**config.mk**
```make
export PLATFORM = sky130hd
export DESIGN_NAME = pat_sequencer
export DESIGN_NICKNAME = d
export VERILOG_FILES = /design/src/rtl/pat_pkg.sv /design/src/rtl/pat_call_stack.sv /design/src/rtl/pat_sequencer.sv
export SDC_FILE = /design/constraint.sdc
export NUM_CORES = 1
export LEC_CHECK = 0
export ABC_AREA = 1
export CORE_MARGIN = 3
export CORE_UTILIZATION = 52
export DETAILED_ROUTE_END_ITERATION = 8
export MAX_ROUTING_LAYER = met4
export PLACE_DENSITY = 0.72
export RECOVER_POWER = 50
export SYNTH_ARGS = -nofsm -noshare
export SYNTH_HDL_FRONTEND = slang
export SYNTH_SLANG_ARGS = --single-unit
```
**constraint.sdc**
```tcl
create_clock -name clk -period 3.4 [get_ports clk]
set_input_delay 0.34 -clock clk [delete_from_list [all_inputs] [get_ports clk]]
set_output_delay 0.34 -clock clk [all_outputs]
set_load 0.05 [all_outputs]
```
**src/rtl/pat_pkg.sv**
```systemverilog
// Shared definitions for the pat processor sequencing path.
// Provides op encodings, fault bit indices and the sequencer state type.
package pat_pkg;

    localparam int unsigned OP_WIDTH    = 3;
    localparam int unsigned FAULT_WIDTH = 2;

    localparam logic [OP_WIDTH-1:0] OP_NEXT = 3'd0;
    localparam logic [OP_WIDTH-1:0] OP_BF   = 3'd1;
    localparam logic [OP_WIDTH-1:0] OP_BB   = 3'd2;
    localparam logic [OP_WIDTH-1:0] OP_CALL = 3'd3;
    localparam logic [OP_WIDTH-1:0] OP_RET  = 3'd4;
    localparam logic [OP_WIDTH-1:0] OP_HALT = 3'd5;

    localparam int unsigned FAULT_OVF = 0;
    localparam int unsigned FAULT_UNF = 1;

    typedef enum logic {
        ST_RUN  = 1'b0,
        ST_HALT = 1'b1
    } seq_state_e;

endpackage

```
**src/rtl/pat_call_stack.sv**
```systemverilog
// Parametrised LIFO holding return addresses.
// Ports: clk, rst_n (sync, active-low), push/pop requests, push_data,
//        depth (valid entries), top (registered top entry, 0 when empty),
//        full_c/empty_c (combinational status from depth).
// Push on full and pop on empty are ignored; policy lives in the caller.
module pat_call_stack #(
    parameter int unsigned DATA_WIDTH  = 10,
    parameter int unsigned DEPTH       = 8,
    parameter int unsigned DEPTH_WIDTH = 4
) (
    input  logic                   clk,
    input  logic                   rst_n,
    input  logic                   push,
    input  logic                   pop,
    input  logic [DATA_WIDTH-1:0]  push_data,
    output logic [DEPTH_WIDTH-1:0] depth,
    output logic [DATA_WIDTH-1:0]  top,
    output logic                   full_c,
    output logic                   empty_c
);

    localparam int unsigned IDX_W = (DEPTH > 1) ? $clog2(DEPTH) : 1;

    logic [DATA_WIDTH-1:0]  mem_q [DEPTH];
    logic [DEPTH_WIDTH-1:0] depth_q, depth_d;
    logic [DATA_WIDTH-1:0]  top_q, top_d;
    logic                   do_push, do_pop;

    assign full_c  = (depth_q == DEPTH_WIDTH'(DEPTH));
    assign empty_c = (depth_q == '0);
    assign do_push = push && !full_c;
    assign do_pop  = pop && !empty_c && !push;

    // Next depth and top; top after a pop is the entry below the old top.
    always_comb begin
        depth_d = depth_q;
        top_d   = top_q;
        if (do_push) begin
            depth_d = depth_q + DEPTH_WIDTH'(1);
            top_d   = push_data;
        end else if (do_pop) begin
            depth_d = depth_q - DEPTH_WIDTH'(1);
            if (depth_q > DEPTH_WIDTH'(1)) begin
                top_d = mem_q[IDX_W'(depth_q - DEPTH_WIDTH'(2))];
            end else begin
                top_d = '0;
            end
        end
    end

    // Storage array, no reset needed.
    always_ff @(posedge clk) begin
        if (do_push) begin
            mem_q[IDX_W'(depth_q)] <= push_data;
        end
    end

    always_ff @(posedge clk) begin
        if (!rst_n) begin
            depth_q <= '0;
            top_q   <= '0;
        end else begin
            depth_q <= depth_d;
            top_q   <= top_d;
        end
    end

    assign depth = depth_q;
    assign top   = top_q;

endmodule

```
**src/rtl/pat_sequencer.sv**
```systemverilog
// Program sequencer: owns the PC and call stack, executes one sequencing
// op per advancing cycle, halts on HALT op or stack over/underflow.
// Ports: clk, rst_n (sync, active-low), advance (op valid), op, cond_ok,
//        offset, resume; outputs pc, depth, stack_top, halted, fault.
module pat_sequencer
    import pat_pkg::*;
#(
    parameter int unsigned I_ADR_WIDTH  = 10,
    parameter int unsigned OFFSET_WIDTH = 8,
    parameter int unsigned STACK_DEPTH  = 8,
    parameter int unsigned DEPTH_WIDTH  = 4,
    parameter int unsigned RESET_PC     = 0
) (
    input  logic                    clk,
    input  logic                    rst_n,
    input  logic                    advance,
    input  logic [OP_WIDTH-1:0]     op,
    input  logic                    cond_ok,
    input  logic [OFFSET_WIDTH-1:0] offset,
    input  logic                    resume,
    output logic [I_ADR_WIDTH-1:0]  pc,
    output logic [DEPTH_WIDTH-1:0]  depth,
    output logic [I_ADR_WIDTH-1:0]  stack_top,
    output logic                    halted,
    output logic [FAULT_WIDTH-1:0]  fault
);

    seq_state_e             state_q, state_d;
    logic [I_ADR_WIDTH-1:0] pc_q, pc_d;
    logic [FAULT_WIDTH-1:0] fault_q, fault_d;
    logic                   push, pop;
    logic [I_ADR_WIDTH-1:0] pc_inc, offset_ext;
    logic                   stk_full, stk_empty;

    assign pc_inc     = pc_q + I_ADR_WIDTH'(1);
    assign offset_ext = I_ADR_WIDTH'(offset);

    pat_call_stack #(
        .DATA_WIDTH  (I_ADR_WIDTH),
        .DEPTH       (STACK_DEPTH),
        .DEPTH_WIDTH (DEPTH_WIDTH)
    ) u_call_stack (
        .clk       (clk),
        .rst_n     (rst_n),
        .push      (push),
        .pop       (pop),
        .push_data (pc_inc),
        .depth     (depth),
        .top       (stack_top),
        .full_c    (stk_full),
        .empty_c   (stk_empty)
    );

    // Next-state / PC / fault decode; resume beats any op in the same cycle.
    always_comb begin
        state_d = state_q;
        pc_d    = pc_q;
        fault_d = fault_q;
        push    = 1'b0;
        pop     = 1'b0;
        if (resume) begin
            state_d = ST_RUN;
            fault_d = '0;
        end else if (state_q == ST_RUN && advance) begin
            if (!cond_ok) begin
                pc_d = pc_inc;
            end else begin
                case (op)
                    OP_BF: pc_d = pc_q + offset_ext;
                    OP_BB: pc_d = pc_q - offset_ext;
                    OP_CALL: begin
                        if (stk_full) begin
                            fault_d[FAULT_OVF] = 1'b1;
                            state_d            = ST_HALT;
                        end else begin
                            push = 1'b1;
                            pc_d = pc_q + offset_ext;
                        end
                    end
                    OP_RET: begin
                        if (stk_empty) begin
                            fault_d[FAULT_UNF] = 1'b1;
                            state_d            = ST_HALT;
                        end else begin
                            pop  = 1'b1;
                            pc_d = stack_top;
                        end
                    end
                    OP_HALT: state_d = ST_HALT;
                    default: pc_d = pc_inc;
                endcase
            end
        end
    end

    always_ff @(posedge clk) begin
        if (!rst_n) begin
            state_q <= ST_RUN;
            pc_q    <= I_ADR_WIDTH'(RESET_PC);
            fault_q <= '0;
        end else begin
            state_q <= state_d;
            pc_q    <= pc_d;
            fault_q <= fault_d;
        end
    end

    assign pc     = pc_q;
    assign halted = (state_q == ST_HALT);
    assign fault  = fault_q;

endmodule
```
==> impl_metrics.tcl, run 1 <==
set metrics [dict create \
    status "finished clean" \
    synth_cells 584 \
    ctsHoldBuffers 0 \
    ys.flop_type "edfxtp_1" \
    synth_xor_area_share_pct 2.54 \
    finalSetupTns_ps 0 \
    ys_ff_latch 107 \
    power.leakage_nw 2.46 \
    hp-start "fault[0]$_SDFFE_PP0P_" \
    cts_setup_buffers 0 \
    setup_viol 0 \
    crit_fanout 17 \
    die_y_um 109 \
    crit_chain "inv_2 > ha_1 > inv_1 > nor3_1 > nor2_4 > nor2_1 > nor2_1 > inv_2 > a21oi_1 > a21oi_1" \
    seqPwrFrac_pct 56.1 \
    fin_skew_ps 17.5 \
    dieArea_um2 11900 \
    track_usage_pct 23.9 \
    drt_iter0_markers 397 \
    fin_hold_ws_ps 455 \
    required_ps 3650 \
    cts_root_buffer "clkbuf_8" \
    cts_resized 0 \
    dp_hpwl_um 9000 \
    async_reset_ff_share_pct 0 \
    max_cap_viol_count 0 \
    drc 0 \
    power_mw 2.57 \
    critPathBufInv 3 \
    fill_cells 859 \
    ys_warn_count 0 \
    core_um2 10000 \
    path_class "register to register" \
    r2r_cells 10 \
    rsz0062_at_grt "no" \
    syn-num-nets 621 \
    synth_seq_area_share_pct 53.4 \
    clk_pin_slew_ps 110 \
    hold-path-cell-count 2 \
    finalCriticalPeriod_ps 2660 \
    worstSkewPairLatency_ps 370 \
    syn_to_final_growth_pct 13.4 \
    slew_viol_final 0 \
    critPathLaunchType "register" \
    clockBufferDepth 2 \
    path_delay_family "simple AND/OR/NAND/NOR gates" \
    worst_pin_slew_ps 1130 \
    routedWlPerCell_um 16.9 \
    wirelength_um 13000 \
    cts-htree-levels 3 \
    grt_pass1_wl_um 21100 \
    drtAntennaViolNets 0 \
    synth_common_cells "edfxtp_1 (80), nand2_1 (80), nor2_1 (70)" \
    fp.dieW_um 109 \
    synth_compound_area_share_pct 14.5 \
    multi_input_area_um2 2200 \
    synth_top_family_by_area "simple AND/OR/NAND/NOR gates" \
    r2r-start "u_call_stack.depth[0]$_SDFFE_PN0P_" \
    max_stage_delay_ps 850 \
    timing.rr.end "u_call_stack.top[8]$_SDFFE_PN0P_" \
    cp_slowest_cell "nor2_1" \
    clkPwrFrac_pct 30.9 \
    cp_data_arrival_time_ps 2910 \
    vias 4283 \
    cp-end-kind "register" \
    fmax_mhz 376 \
    synthAdderAreaFrac_pct 4.90 \
    max-vdd-ir-drop_mv 0.259 \
    p_int_mw 1.88 \
    synthSimpleGateAreaFrac_pct 18.5 \
    cts_tree "built" \
    placed_cell_area_um2 6080 \
    nets 667 \
    first_global_vias 4115 \
    hold_viol_final 0 \
    portBuffers 42 \
    drive_gt1_share_pct 8.03 \
    grt_antenna_before_repair 0 \
    diodes 0 \
    fp-row-count 36 \
    ios 43 \
    synth_area_leaders "edfxtp_1 (44%), dfxtp_1 (9.8%), nand2_1 (5.4%)" \
    synth_top_area_share_pct 43.6 \
    initial_utilization_pct 54.9 \
    synth.cell_area_um2 5510 \
    muxShareOfSynthArea_pct 0 \
    overflow 0 \
    cts.sinks 107 \
    p_sw_share_pct 26.6 \
    vias_per_cell 5.58 \
    yosys.area.top_type "edfxtp_1" \
    gp_congestion 0.889 \
    postSynthAreaPerCell_um2 9.44 \
    ys_types 40 \
    cts_made_buffers 9 \
    hold_class "register to register" \
    slew_headroom_pct 24.2 \
    regArea_um2 2940 \
    fin_util_pct 62.2 \
    hold_path_end "fault[0]$_SDFFE_PP0P_" \
    startpoint "u_call_stack.depth[0]$_SDFFE_PN0P_" \
    grt_max_degree 48 \
    rrSetupSlack_ps 740 \
    design_area_um2 6250 \
    synth_edf_count 80 \
    drt_first_pass_iters 5 \
    post-route-period-util_pct 78.2 \
    powerDensity_nw_per_um2 411 \
    pwr-share-comb_pct 13.0 \
    p_sw_mw 0.684 \
]
-- tightest hold or removal path: stages (launching register included) --
cell and delay, ps:
dfxtp_1 320, inv_1 50, a21oi_1 50
-- layer usage --
metal | part of all wire, % | wire length (um) | vias up | track usage (%)
met5 | 0 | 0 | - | -
met4 | 1.3 | 163 | 0 | 6.22
met3 | 5.4 | 706 | 13 | 4.32
met2 | 49 | 6400 | 121 | 38.0
met1 | 44 | 5740 | 2032 | 31.8
li1 | - | - | 2117 | -
-- registers in the layout (all words and copies together) (netlist names) --
register / count
u_call_stack.mem_q: 80
pc: 10
u_call_stack.top: 10
u_call_stack.depth: 4
fault: 2
halted: 1
-- cell usage in the layout (no fill, tap or decap), types with 2 or more instances in the layout --
cell and n:
a21oi_1 47, a22oi_1 2, a31oi_1 2, buf_4 12
clkbuf_1 2, clkbuf_8 9, clkdlybuf4s50_1 22, clkinvlp_4 3
dfxtp_1 27, dlygate4sd3_1 20, edfxtp_1 80, ha_1 20
inv_1 52, inv_2 7, inv_8 2, nand2_1 81
nand3_1 38, nand3b_1 2, nand4_1 5, nor2_1 72
nor2_2 5, nor2_4 4, nor3_1 5, o211ai_1 2
o21ai_0 56, o21ai_1 7, o21bai_1 3, o221ai_1 18
or2_2 3, xnor2_1 2, xor2_1 14
-- cells by family (layout without fill, tap and decap cells) --
family                   after synthesis  in the layout
flip-flops                           107            107
XOR/XNOR                              16             16
adder cells (fa/ha/maj)               21             21
buffers and inverters                 80            131
AND/OR/NAND/NOR                      220            220
AO/OA/AOI/OAI                        140            140
-- power by group through the flow --
stage               logic (mW)  clock network, mW  registers, mW
finish                   0.335              0.794           1.44
global route             0.372              0.856           1.44
CTS                      0.339              0.801           1.44
detailed placement       0.337                  0           1.47
global placement         0.333                  0           1.47
floorplan                0.197                  0           1.50
-- through the flow --
step | instances | setup slack (ps)
3_3_place_gp | 752 | 670
2_1_floorplan | 584 | 430
3_5_place_dp | 752 | 602
4_1_cts | 768 | 884
6_report | 768 | 740
5_1_grt | 768 | 401
-- worst max-delay path by stage --
stage	end	slack, ps	cells after the start
2_1_floorplan	u_call_stack.mem_q[6][0]$_DFFE_PP_	430	12
3_3_place_gp	u_call_stack.mem_q[2][7]$_DFFE_PP_	670	8
3_5_place_dp	pc[9]$_SDFFE_PN0P_	600	16
4_1_cts	u_call_stack.mem_q[2][3]$_DFFE_PP_	880	10
5_1_grt	u_call_stack.top[6]$_SDFFE_PN0P_	400	10
6_report	u_call_stack.top[8]$_SDFFE_PN0P_	740	10
-- area by class of cell --
type	instances	area share (%)
multi-input cells	397	35.2
clock buffers	10	2.04
repair buffers	55	8.23
inverters	60	3.60
well taps	133	2.66
clock inverters	6	1.20
flip-flops and latches	107	47.1
(Power assumes the default switching activity.)
==> inputs of run 2 (changes only) <==
Settings changed: PLACE_DENSITY 0.72 to 0.75.
Clock period 3.4 ns to 2.17 ns, I/O delays scaled along.
==> impl_metrics.tcl, run 2 (synthesis gave the netlist of run 1 again) <==
set metrics [dict create \
    cp_data_arrival_time_ps 2320 \
    diodes 0 \
    core_um2 10000 \
    layout_common_cells "edfxtp_1 (80), nand2_1 (73), nor2_1 (60)" \
    required_ps 2450 \
    design_area_um2 6820 \
    max_stage_delay_ps 430 \
    cts_tree "built" \
    fp-row-count 36 \
    critPathBufInv 3 \
    first_global_vias 4564 \
    dp_hpwl_um 9650 \
    initial_utilization_pct 54.9 \
    fmax_mhz 490 \
    pwr-share-comb_pct 15.6 \
    mostFrequentLayoutCell "edfxtp_1" \
    drt_iter0_markers 356 \
    cp-end-kind "register" \
    syn_to_final_growth_pct 23.7 \
    routedWlPerCell_um 17.3 \
    drtAntennaViolNets 0 \
    track_usage_pct 25.3 \
    post-route-period-util_pct 94.0 \
    hold_class "primary input to register" \
    fin_skew_ps 12.3 \
    grt_antenna_before_repair 0 \
    status "finished clean" \
    final.setup.worst_slack_ps 131 \
    dieArea_um2 11900 \
    slew_headroom_pct 50.5 \
    finalSetupTns_ps 0 \
    cts-htree-levels 3 \
    rsz0062_at_grt "no" \
    hold-path-cell-count 6 \
    hold_viol_final 0 \
    fin_util_pct 67.9 \
    slew_viol_final 0 \
    vias 4534 \
    p_int_mw 3.03 \
    grt_pass1_wl_um 22100 \
    power.leakage_nw 2.69 \
    clockBufferDepth 2 \
    post-place-ws_ps -482 \
    largest_reg_flops 80 \
    clk_pin_slew_ps 100 \
    fin_cells 804 \
    max_cap_viol_count 0 \
    drive_gt1_share_pct 18.5 \
    regMostFlops "u_call_stack.mem_q" \
    fp.dieW_um 109 \
    ios 43 \
    r2r_cells 10 \
    p_sw_mw 1.11 \
    critPathLaunchType "primary input" \
    path_depth 13 \
    p_sw_share_pct 26.8 \
    seqPwrFrac_pct 54.6 \
    drt_first_pass_iters 5 \
    path_class "primary input to register" \
    setup_viol 0 \
    vias_per_cell 5.64 \
    cts.sinks 107 \
    overflow 0 \
    cts_setup_buffers 0 \
    nets 703 \
    die_y_um 109 \
    cts_root_buffer "clkbuf_8" \
    gp_congestion 0.930 \
    fill_cells 777 \
    crit_fanout 5 \
    max-vdd-ir-drop_mv 0.383 \
    finalCriticalPeriod_ps 2040 \
    worstSkewPairLatency_ps 380 \
    worst_pin_slew_ps 740 \
    placed_cell_area_um2 6560 \
    clkPwrFrac_pct 29.7 \
    wirelength_um 13900 \
    drc 0 \
    portBuffers 42 \
    ctsHoldBuffers 0 \
    cp_slowest_cell "clkdlybuf4s50_1" \
    cts_made_buffers 9 \
    path_delay_family "simple AND/OR/NAND/NOR gates" \
    numPlacedInstances 788 \
    powerDensity_nw_per_um2 606 \
    grt_max_degree 46 \
    crit_chain "clkdlybuf4s50_1 > nand2_2 > inv_2 > a21oi_2 > xor2_1 > ha_1 > nand2_1 > nand3_2 > inv_1 > o21bai_1 > or2_2 > nand3_1 > a21oi_1" \
]
==> run 2: repair_timing <==
action	in CTS	in global routing
pin swaps	6	9
gates resized for setup	9	23
hold endpoints to repair	0	0
gates cloned	0	0
endpoints found under the setup margin	3	8
==> run 2: final cells by class <==
type | instances | area, um^2 | share of cell area, %
tap | 133 | 166 | 2.44
multi-input combinational | 397 | 2390 | 35.1
clock buffer | 10 | 128 | 1.87
inverter | 60 | 233 | 3.41
clock inverter | 6 | 72.6 | 1.06
timing repair buffer | 91 | 876 | 12.8
sequential | 107 | 2950 | 43.2
==> run 2: through the flow <==
| stage | total power [mW] | hold slack (ps) |
|---|---|---|
| floorplan | 2.67 | 355 |
| global placement | 2.90 | 450 |
| detailed placement | 2.91 | 455 |
| CTS | 4.12 | 471 |
| global route | 4.31 | 472 |
| finish | 4.13 | 419 |
==> run 2: power groups by stage <==
stage / Clock (mW) / Sequential (mW) / Combinational [mW]
after floorplan: 0 / 2.35 / 0.314
after global placement: 0 / 2.30 / 0.598
after detailed placement: 0 / 2.30 / 0.612
after CTS: 1.24 / 2.25 / 0.622
after global routing: 1.34 / 2.26 / 0.707
final: 1.23 / 2.26 / 0.646
==> run 2: final timing paths <==
check | to | startpoint | slack (ps)
setup / recovery | pc[6]$_SDFFE_PN0P_ | op[0] | 130
hold / removal | halted$_SDFFE_PP0P_ | op[2] | 420
setup reg to reg | u_call_stack.mem_q[3][1]$_DFFE_PP_ | u_call_stack.depth[0]$_SDFFE_PN0P_ | 160
hold reg to reg | fault[0]$_SDFFE_PP0P_ | fault[0]$_SDFFE_PP0P_ | 460
==> run 2: layer usage <==
| layer | share of wire (%) | GRT usage, % |
|---|---|---|
| met2 | 51 | 43.0 |
| met1 | 41 | 30.0 |
| met3 | 5.6 | 3.97 |
| met4 | 2.2 | 10.2 |
| met5 | 0 | - |
==> run 2: worst reg2reg max path, stage by stage, from the launching register on <==
cell	delay [ps]
dfxtp_1	460
inv_6	50
ha_1	230
inv_4	90
nor3_4	50
nor2_4	140
nand2_2	100
inv_2	210
nand2_8	90
nor2_2	150
buf_12	160
